[src/rtl/nnacc_pkg.sv]
// Shared accelerator constants: data/sum widths, default column count and
// the IDLE/DRAIN state encoding used by psum_drain.
package nnacc_pkg;
  localparam int DATA_W    = 8;
  localparam int SUM_W     = 32;
  localparam int N_COL_DEF = 4;

  localparam logic [0:0] ST_IDLE  = 1'b0;
  localparam logic [0:0] ST_DRAIN = 1'b1;
endpackage

[src/rtl/psum_quant.sv]
// Combinational requantizer: |sum| with round-half-away, saturate to 127,
// sign-magnitude out. Macro PSUM_DRAIN_RELU_EN forces negative sums to 0x00.
module psum_quant
  import nnacc_pkg::*;
#(
  parameter int SUM_W = nnacc_pkg::SUM_W
) (
  input  logic [SUM_W-1:0]  sum,
  input  logic [4:0]        shift,
  output logic [DATA_W-1:0] q
);

  logic             neg;
  logic [SUM_W:0]   mag;
  logic [SUM_W+1:0] rnd;
  logic [SUM_W+1:0] acc;
  logic [SUM_W+1:0] r_full;
  logic [6:0]       r7;

  always_comb begin
    neg = sum[SUM_W-1];
    // One extra bit so the most negative sum has a representable magnitude.
    mag = neg ? (~{1'b1, sum} + (SUM_W+1)'(1)) : {1'b0, sum};
    rnd = '0;
    if (shift != 5'd0) rnd[shift - 5'd1] = 1'b1;
    acc    = {1'b0, mag} + rnd;
    r_full = acc >> shift;
    r7     = (|r_full[SUM_W+1:7]) ? 7'h7F : r_full[6:0];
`ifdef PSUM_DRAIN_RELU_EN
    q = neg ? '0 : {1'b0, r7};
`else
    q = {neg && (r7 != 7'd0), r7};
`endif
  end

endmodule

[src/rtl/psum_drain.sv]
// Snapshots N_COL accumulator sums on cap and drains them one per accepted
// handshake through a shared quantizer. Optional macro: PSUM_DRAIN_RELU_EN.
module psum_drain
  import nnacc_pkg::*;
#(
  parameter int N_COL = nnacc_pkg::N_COL_DEF,
  parameter int SUM_W = nnacc_pkg::SUM_W
) (
  input  logic                     clk,
  input  logic                     rst_n,
  input  logic                     cap,
  input  logic [N_COL*SUM_W-1:0]   sum_in,
  input  logic [4:0]               shift,
  output logic                     out_valid,
  input  logic                     out_ready,
  output logic [DATA_W-1:0]        out_data,
  output logic [$clog2(N_COL)-1:0] out_idx,
  output logic                     out_last,
  output logic                     busy,
  output logic                     overrun
);

  localparam int IDX_W = $clog2(N_COL);

  logic [0:0]       state;
  logic [IDX_W-1:0] idx;
  logic [4:0]       shift_q;
  logic [SUM_W-1:0] snap [N_COL];
  logic [DATA_W-1:0] q;
  logic             at_last;
  logic             xfer;
  logic             last_xfer;
  logic             load;

  always_comb begin
    busy      = (state == ST_DRAIN);
    at_last   = (idx == IDX_W'(N_COL - 1));
    xfer      = busy && out_ready;
    last_xfer = xfer && at_last;
    // A capture is accepted when idle or exactly on the final transfer.
    load      = cap && (!busy || last_xfer);
  end

  psum_quant #(.SUM_W(SUM_W)) u_quant (
    .sum   (snap[idx]),
    .shift (shift_q),
    .q     (q)
  );

  assign out_valid = busy;
  assign out_data  = busy ? q : '0;
  assign out_idx   = idx;
  assign out_last  = busy && at_last;

  always_ff @(posedge clk or negedge rst_n) begin
    if (!rst_n) begin
      state   <= ST_IDLE;
      idx     <= '0;
      shift_q <= '0;
      overrun <= 1'b0;
      for (int unsigned k = 0; k < N_COL; k++) snap[k] <= '0;
    end else begin
      if (load) begin
        for (int unsigned k = 0; k < N_COL; k++) snap[k] <= sum_in[k*SUM_W +: SUM_W];
        shift_q <= shift;
        idx     <= '0;
        state   <= ST_DRAIN;
      end else if (last_xfer) begin
        idx   <= '0;
        state <= ST_IDLE;
      end else if (xfer) begin
        idx <= idx + IDX_W'(1);
      end
      if (cap && busy && !last_xfer) overrun <= 1'b1;
    end
  end

endmodule
[config.mk]
export PLATFORM = sky130hd
export DESIGN_NAME = psum_drain
export DESIGN_NICKNAME = d
export VERILOG_FILES = /design/src/rtl/nnacc_pkg.sv /design/src/rtl/psum_quant.sv /design/src/rtl/psum_drain.sv
export SDC_FILE = /design/constraint.sdc
export NUM_CORES = 1
export LEC_CHECK = 0
export CAP_MARGIN = 20
export CORE_UTILIZATION = 35
export CTS_BUF_LIST = sky130_fd_sc_hd__clkbuf_8
export DETAILED_ROUTE_END_ITERATION = 8
export PLACE_DENSITY = 0.66
export SLEW_MARGIN = 20
export SYNTH_ARGS = -nofsm -noshare
export SYNTH_HDL_FRONTEND = slang
export SYNTH_HIERARCHICAL = 1
export SYNTH_SLANG_ARGS = --single-unit
[constraint.sdc]
create_clock -name clk -period 8.5 [get_ports clk]
set_input_delay 1.7 -clock clk [delete_from_list [all_inputs] [get_ports clk]]
set_output_delay 1.7 -clock clk [all_outputs]
set_load 0.02 [all_outputs]
==> impl_metrics.ini, run 1 <==
[yosys]
yosysUniqueCellTypes = 91
yosysWarnings = 6
syn-mean-instance-area_um2 = 10.1
synth_top_family_by_area = multiplexers
synthXorXnorAreaFrac_pct = 3.93
synth_compound_area_share_pct = 18.3
synthAdderAreaFrac_pct = 4.03
yosys.area_share.simple_pct = 14.1
synthMuxAreaShare_pct = 24.6
synthArstFlopShare_pct = 100
syn_area_um2 = 11400
ys.flop_type = dfrtp_1
ys_seq_elements = 137
syn_inst = 1123
yosysSeqAreaShare_pct = 30.2
synth_nets = 1296
synth_edf_count = 0

[sta]
tightestPinTransition_ns = 0.973
holdWs_ns = 0.489
final_hold_viol_count = 0
fmax_ghz = 0.109
max_slew_margin_pct = 34.9
rsz0062_at_grt = true
period_minus_slack_ns = 9.16
skew_ns = 0.0117
slew_violations = 0
period_share_pct = 108
setup_viol = 8
tns_ns = -4.67
setup_ws_ns = -0.655

[global_routing]
grt_pass1_wl_um = 55500
grt-ovfl-total = 0
grt_usage_pct = 21.0
grt_start_max_net_pins = 85
antenna_found_initial = 0
grt_pass1_vias = 10438

[die]
ioPinCount = 151
core_area_um2 = 31700
die_h_um = 182
die_x_um = 182
initial_core_util_pct = 35.8
die_area_um2 = 33200
row_count = 65

[placement]
port-buffer-count = 150
routabilityCongestion = 0.925
dp.final_hpwl_um = 25900
postPlaceCellArea_um2 = 14200

[clock_network]
clk_pin_slew_ns = 0.08
cts_root_buf = clkbuf_8
cts.sinks = 137
clock_path_buffers = 2
hold_buffers = 0
cts_tree = done
clk_latency_ns = 0.45
cts_inserted_buffers = 17
cts.htree.levels = 4

[hold_path]
hp-class = reg2reg

[flow_run]
max_cap_violations = 0

[run_status]
violations = negative setup slack
status = finished with violations

[critical_path]
crit_fanout = 5
worst_ep_arrival_time_ns = 7.46
crit_type = reg2out
required_ns = 6.80
cp-end-kind = output port
start_kind = register

[cells_and_area]
fillCellCount = 2962
drive_above_1_share_pct = 35.5
layout.nets = 1601
design_area_um2 = 15300
antenna_cells = 0
area_delta_synth_final_pct = 34.7

[detailed_routing]
vias_per_cell = 5.58
finalWirelength_um = 34500
num_vias = 10287
drc = 0
wl_per_cell_um = 18.7
first_pass_iters = 7
first_iter_violations = 784
ant_nets = 0
==> cells by family after synthesis <==
| logic type | count (synthesis) |
|---|---|
| AO/OA/AOI/OAI | 294 |
| flip-flops | 137 |
| buffers and inverters | 94 |
| multiplexers | 192 |
| adder cells (fa/ha/maj) | 36 |
| other | 1 |
| XOR/XNOR | 51 |
| AND/OR/NAND/NOR | 318 |
==> per-layer routing <==
layer	vias to the layer above	track usage (%)	share of wire, %
li1	4882	-	-
met1	4989	27.6	44
met2	352	34.4	47
met3	64	4.61	6.8
met4	0	6.25	2.6
met5	-	0	0
==> cell type report <==
type	count	area [um2]	share of cell area, %
repair buffers	366	3160	20.7
clock buffers	17	234	1.53
inverters	14	52.6	0.343
multi-input cells	892	7780	50.8
well taps	402	503	3.29
flip-flops and latches	137	3430	22.4
clock inverters	15	143	0.932
==> cell usage in the layout, fill, tap and decap left out, types with 6 or more instances in the layout <==
cell | synthesis | layout
o31ai_1 | 17 | 12
a21o_1 | 15 | 15
mux2_2 | 68 | 68
mux2i_1 | 19 | 19
buf_6 | 3 | 14
a31oi_1 | 14 | 13
inv_1 | 13 | 14
nor3_1 | 21 | 18
clkbuf_8 | 0 | 17
nand3_1 | 26 | 21
o211ai_1 | 9 | 9
and3_1 | 6 | 6
a211oi_1 | 17 | 13
ha_1 | 35 | 33
dfrtp_1 | 137 | 136
o22ai_1 | 12 | 11
clkdlybuf4s50_1 | 0 | 141
nor2_1 | 87 | 86
mux4_2 | 35 | 35
a21oi_1 | 66 | 58
nand4_1 | 14 | 14
mux2_4 | 70 | 70
o21ai_1 | 8 | 12
buf_4 | 10 | 208
and4_1 | 7 | 7
nand2_1 | 76 | 75
o21ai_0 | 39 | 31
nand2b_1 | 7 | 7
and2_1 | 20 | 19
o21a_1 | 8 | 8
xnor2_1 | 40 | 38
or4_1 | 12 | 7
xor2_1 | 11 | 9
a21oi_2 | 1 | 9
o21bai_1 | 6 | 6
or3_1 | 16 | 13
==> flip-flops by register name, summed over array words and instances, names as in the netlist <==
signal and cells:
out_idx 2, snap 128, shift_q 5, overrun 1
busy 1
==> worst max-delay path: stages, from the launching register on <==
cell and delay (ns):
dfrtp_2 0.49, buf_6 0.13, mux4_2 0.51, nor3_2 0.19, nand3_2 0.13, or3_4 0.38, or3_4 0.35, or4_4 0.54
or4_4 0.49, o31ai_4 0.20, xnor2_1 0.10, ha_1 0.36, buf_6 0.14, and4_4 0.16, and2_4 0.17, a22oi_4 0.20
buf_4 0.15, nand2b_4 0.06, o31ai_4 0.20, xnor2_2 0.09, a22o_1 0.27, a211o_1 0.24, or4b_4 0.53, o32ai_4 0.26
o311a_1 0.27, a41oi_2 0.11, and2_4 0.18, buf_6 0.12
==> metrics by stage <==
stage          utilization [%]  std cells  worst slack (ns)
3_3_place_gp              44.9       1769            -0.563
4_1_cts                   47.5       1833            -0.674
6_report                  48.2       1843            -0.655
5_1_grt                   48.2       1843            -0.899
2_1_floorplan                -       1123           0.00275
3_5_place_dp              44.9       1769            -0.639
==> cell usage after synthesis (all sizes together), types with 5 or more instances <==
cell / count / area (um2)
nand2b: 8 / 57.6
buf: 36 / 338
and2: 21 / 134
o31ai: 18 / 149
a22oi: 6 / 58.8
or4: 12 / 90.1
nand4: 14 / 87.6
mux4: 35 / 788
a211o: 5 / 43.8
a221oi: 5 / 50.0
nor4: 6 / 37.5
inv: 13 / 48.8
mux2: 138 / 1820
o21bai: 6 / 45.0
a211oi: 17 / 128
dfrtp: 137 / 3430
and3: 6 / 37.5
xor2: 11 / 96.3
nand3: 26 / 130
xnor2: 40 / 350
o21ai: 47 / 235
and4: 8 / 72.6
clkbuf: 44 / 165
or2: 5 / 31.3
a21o: 15 / 113
a21oi: 67 / 339
a311oi: 5 / 43.8
a22o: 5 / 43.8
o211ai: 9 / 67.6
nand2: 77 / 297
a21boi: 6 / 45.0
mux2i: 19 / 190
o22ai: 12 / 75.1
nor3: 21 / 105
a31oi: 14 / 87.6
or3: 16 / 100
o21a: 8 / 60.1
ha: 35 / 438
nor2: 87 / 327
==> final timing paths <==
kind | from | end | slack [ns] | depth (start not counted)
setup / recovery | out_idx[0]$_DFFE_PN0P_ | out_data[7] | -0.66 | 27
hold / removal | overrun$_DFFE_PN0P_ | overrun$_DFFE_PN0P_ | 0.49 | 1
setup reg to reg | out_idx[0]$_DFFE_PN0P_ | snap[4]$_DFFE_PN0P_ | 4.97 | 8
hold reg to reg | overrun$_DFFE_PN0P_ | overrun$_DFFE_PN0P_ | 0.49 | 1
max in group asynchronous | rst_n | out_idx[0]$_DFFE_PN0P_ | 5.88 | 2
min in group asynchronous | rst_n | snap[24]$_DFFE_PN0P_ | 1.21 | 1
==> timing repair <==
action                     in CTS  in global routing
gates cloned                    0                  0
pin swaps                      23                 27
resized for setup              90                 33
buffers inserted               32                 10
setup endpoints to repair       8                  8
Power of run 1 is left out: the tool's default activity adds up to more than one toggle a clock period on the data nets, which glitch-free logic cannot reach.
==> run 2: changes to the inputs <==
SYNTH_HIERARCHICAL = unset   (was 1)
==> run 2 against run 1 <==
Effect of this change: the run ends with design-rule violations left; critical path depth stayed put; global-route usage is 0.95 points higher; flip-flop and latch count stayed put; area after synthesis is 3.4% lower; sequential share of layout area is 2.5 points higher; cell count is 8.2% lower; critical endpoint unchanged.
==> impl_metrics.ini, run 2 <==
[clock_network]
cts.htree.levels = 4
cts_inserted_buffers = 17
clock_path_buffers = 2
cts_tree = done
cts.sinks = 137
clk_pin_slew_ns = 0.09
hold_buffers = 0
clk_latency_ns = 0.46
cts_root_buf = clkbuf_8

[placement]
port-buffer-count = 150
place_ws_ns = 0.0375
post-place-cells = 1650
dp.final_hpwl_um = 26100
routabilityCongestion = 0.954

[hold_path]
min_to = overrun$_DFFE_PN0P_
hp-class = reg2reg
min-delay-start = overrun$_DFFE_PN0P_
min_path_cells = 1

[yosys]
yosysUniqueCellTypes = 92
synthAdderAreaFrac_pct = 4.06
synth.most_common_cell = mux2_2
ys_top_cells_by_count = 138 x mux2_2, 137 x dfrtp_1, 94 x nor2_1
synthMuxAreaShare_pct = 23.6
synthArstFlopShare_pct = 100
syn_area_um2 = 11000
yosys.area.top_type = dfrtp_1
yosys.area_share.simple_pct = 14.5
syn-mean-instance-area_um2 = 9.73
synth_area_leaders = dfrtp_1 31%, mux2_2 14%, mux4_2 7.8%
synth_nets = 1299
synth_top_family_by_area = multiplexers
yosysTopAreaCellShare_pct = 31.3
synthXorXnorAreaFrac_pct = 4.38
ys.flop_type = dfrtp_1
yosysWarnings = 0
yosysSeqAreaShare_pct = 31.3
synth_edf_count = 0
syn_inst = 1127
ys_seq_elements = 137
synth_compound_area_share_pct = 18.6

[global_routing]
grt-ovfl-total = 0
grt_pass1_vias = 9716
grt_usage_pct = 21.9
grt_start_max_net_pins = 84
antenna_found_initial = 1
grt_pass1_wl_um = 54000

[die]
initial_core_util_pct = 35.7
core_area_um2 = 30700
die_x_um = 179
row_count = 64
ioPinCount = 151
die_h_um = 179
die_area_um2 = 32100

[cells_and_area]
area_delta_synth_final_pct = 25.4
top_register = snap
final_cell_mix = 141 x clkdlybuf4s50_1, 138 x mux2_2, 136 x dfrtp_1, 93 x nor2_1, 88 x nand2_1
antenna_cells = 0
layout.nets = 1454
layout_commonest_cell = clkdlybuf4s50_1
largest_reg_flops = 128
drive_above_1_share_pct = 27.7
final_cells = 1691

[sta]
slew_violations = 0
final_hold_viol_count = 0
period_minus_slack_ns = 8.15
setup_viol = 0
skew_ns = 0.0176
max_slew_margin_pct = 31.3
setup_ws_ns = 0.348
period_share_pct = 95.9
fmax_ghz = 0.123
tightestPinTransition_ns = 1.03
holdWs_ns = 0.475

[flow_run]
max_cap_violations = 0

[critical_path]
ff2ff_setup_slack_ns = 4.91
crit_fanout = 29
worst_ep_arrival_time_ns = 6.45
crit_type = reg2out
start_kind = register
required_ns = 6.80
r2r_cells = 8
cp-end-kind = output port
r2r-start = out_idx[1]$_DFFE_PN0P_
crit_top_cell = buf_4
critical-path-slowest-cell = mux4_2
r2r-end = snap[3]$_DFFE_PN0P_
slowest_delay_ns = 0.56

[detailed_routing]
first_iter_violations = 695
first_pass_iters = 7
vias_per_cell = 5.71
ant_nets = 0
drc = 4
num_vias = 9659
finalWirelength_um = 33800
wl_per_cell_um = 20.0

[run_status]
status = finished with violations
violations = design-rule violations
run 2: cells by family after synthesis:
kind of cell	after synthesis
simple gates	328
compound gates	285
mux	194
flops	137
buf+inv	93
xor+xnor	54
fa+ha+maj	35
other cells	1
run 2: through the flow:
step | setup TNS [ns] | utilization, % | cell area (um2)
2_1_floorplan | 0 | - | 11000
3_3_place_gp | 0 | 42.5 | 13100
3_5_place_dp | 0 | 42.5 | 13100
4_1_cts | 0 | 44.1 | 13600
5_1_grt | -0.0384 | 44.7 | 13800
6_report | 0 | 44.7 | 13800
run 2: worst max path at each step:
stage | depth (start not counted) | from | slack, ns | to
floorplan | 25 | out_idx[1]$_DFFE_PN0P_ | 0.65 | out_data[1]
global placement | 22 | out_idx[0]$_DFFE_PN0P_ | 0.02 | out_data[1]
detailed placement | 22 | out_idx[0]$_DFFE_PN0P_ | 0.04 | out_data[1]
CTS | 27 | out_idx[0]$_DFFE_PN0P_ | 0.07 | out_data[4]
global route | 25 | out_idx[0]$_DFFE_PN0P_ | -0.03 | out_data[7]
finish | 27 | out_idx[0]$_DFFE_PN0P_ | 0.35 | out_data[7]
run 2: layout make-up:
class	instances	area [um2]
Multi-Input combinational cell	897	7410
Inverter	16	60.1
Clock buffer	19	262
Sequential cell	137	3430
Timing Repair Buffer	213	1970
Fill cell	2939	17000
Tap cell	396	495
Clock inverter	13	133
run 2: repair_timing:
item,in CTS,in global routing
endpoints found under the setup margin,8,8
resized for setup,19,63
setup buffers,6,3
pin swaps,2,6
run 2: per-layer routing:
layer | global-route usage (%) | vias to the layer above | share of wire (%)
met4 | 6.32 | 0 | 1.8
met5 | 0 | - | 0
met3 | 5.00 | 45 | 6.5
met2 | 34.3 | 333 | 45
met1 | 30.1 | 4701 | 46
li1 | - | 4580 | -
run 2: critical path, delay by kind of cell (launching register included):
kind | cells | cell delay, ns
AO/OA/AOI/OAI | 9 | 1.78
multiplexers | 1 | 0.56
AND/OR/NAND/NOR | 9 | 1.73
XOR/XNOR | 1 | 0.08
adder cells (fa/ha/maj) | 1 | 0.31
flip-flops | 1 | 0.44
buffers and inverters | 6 | 1.04
Power of run 2 is left out for the same reason.
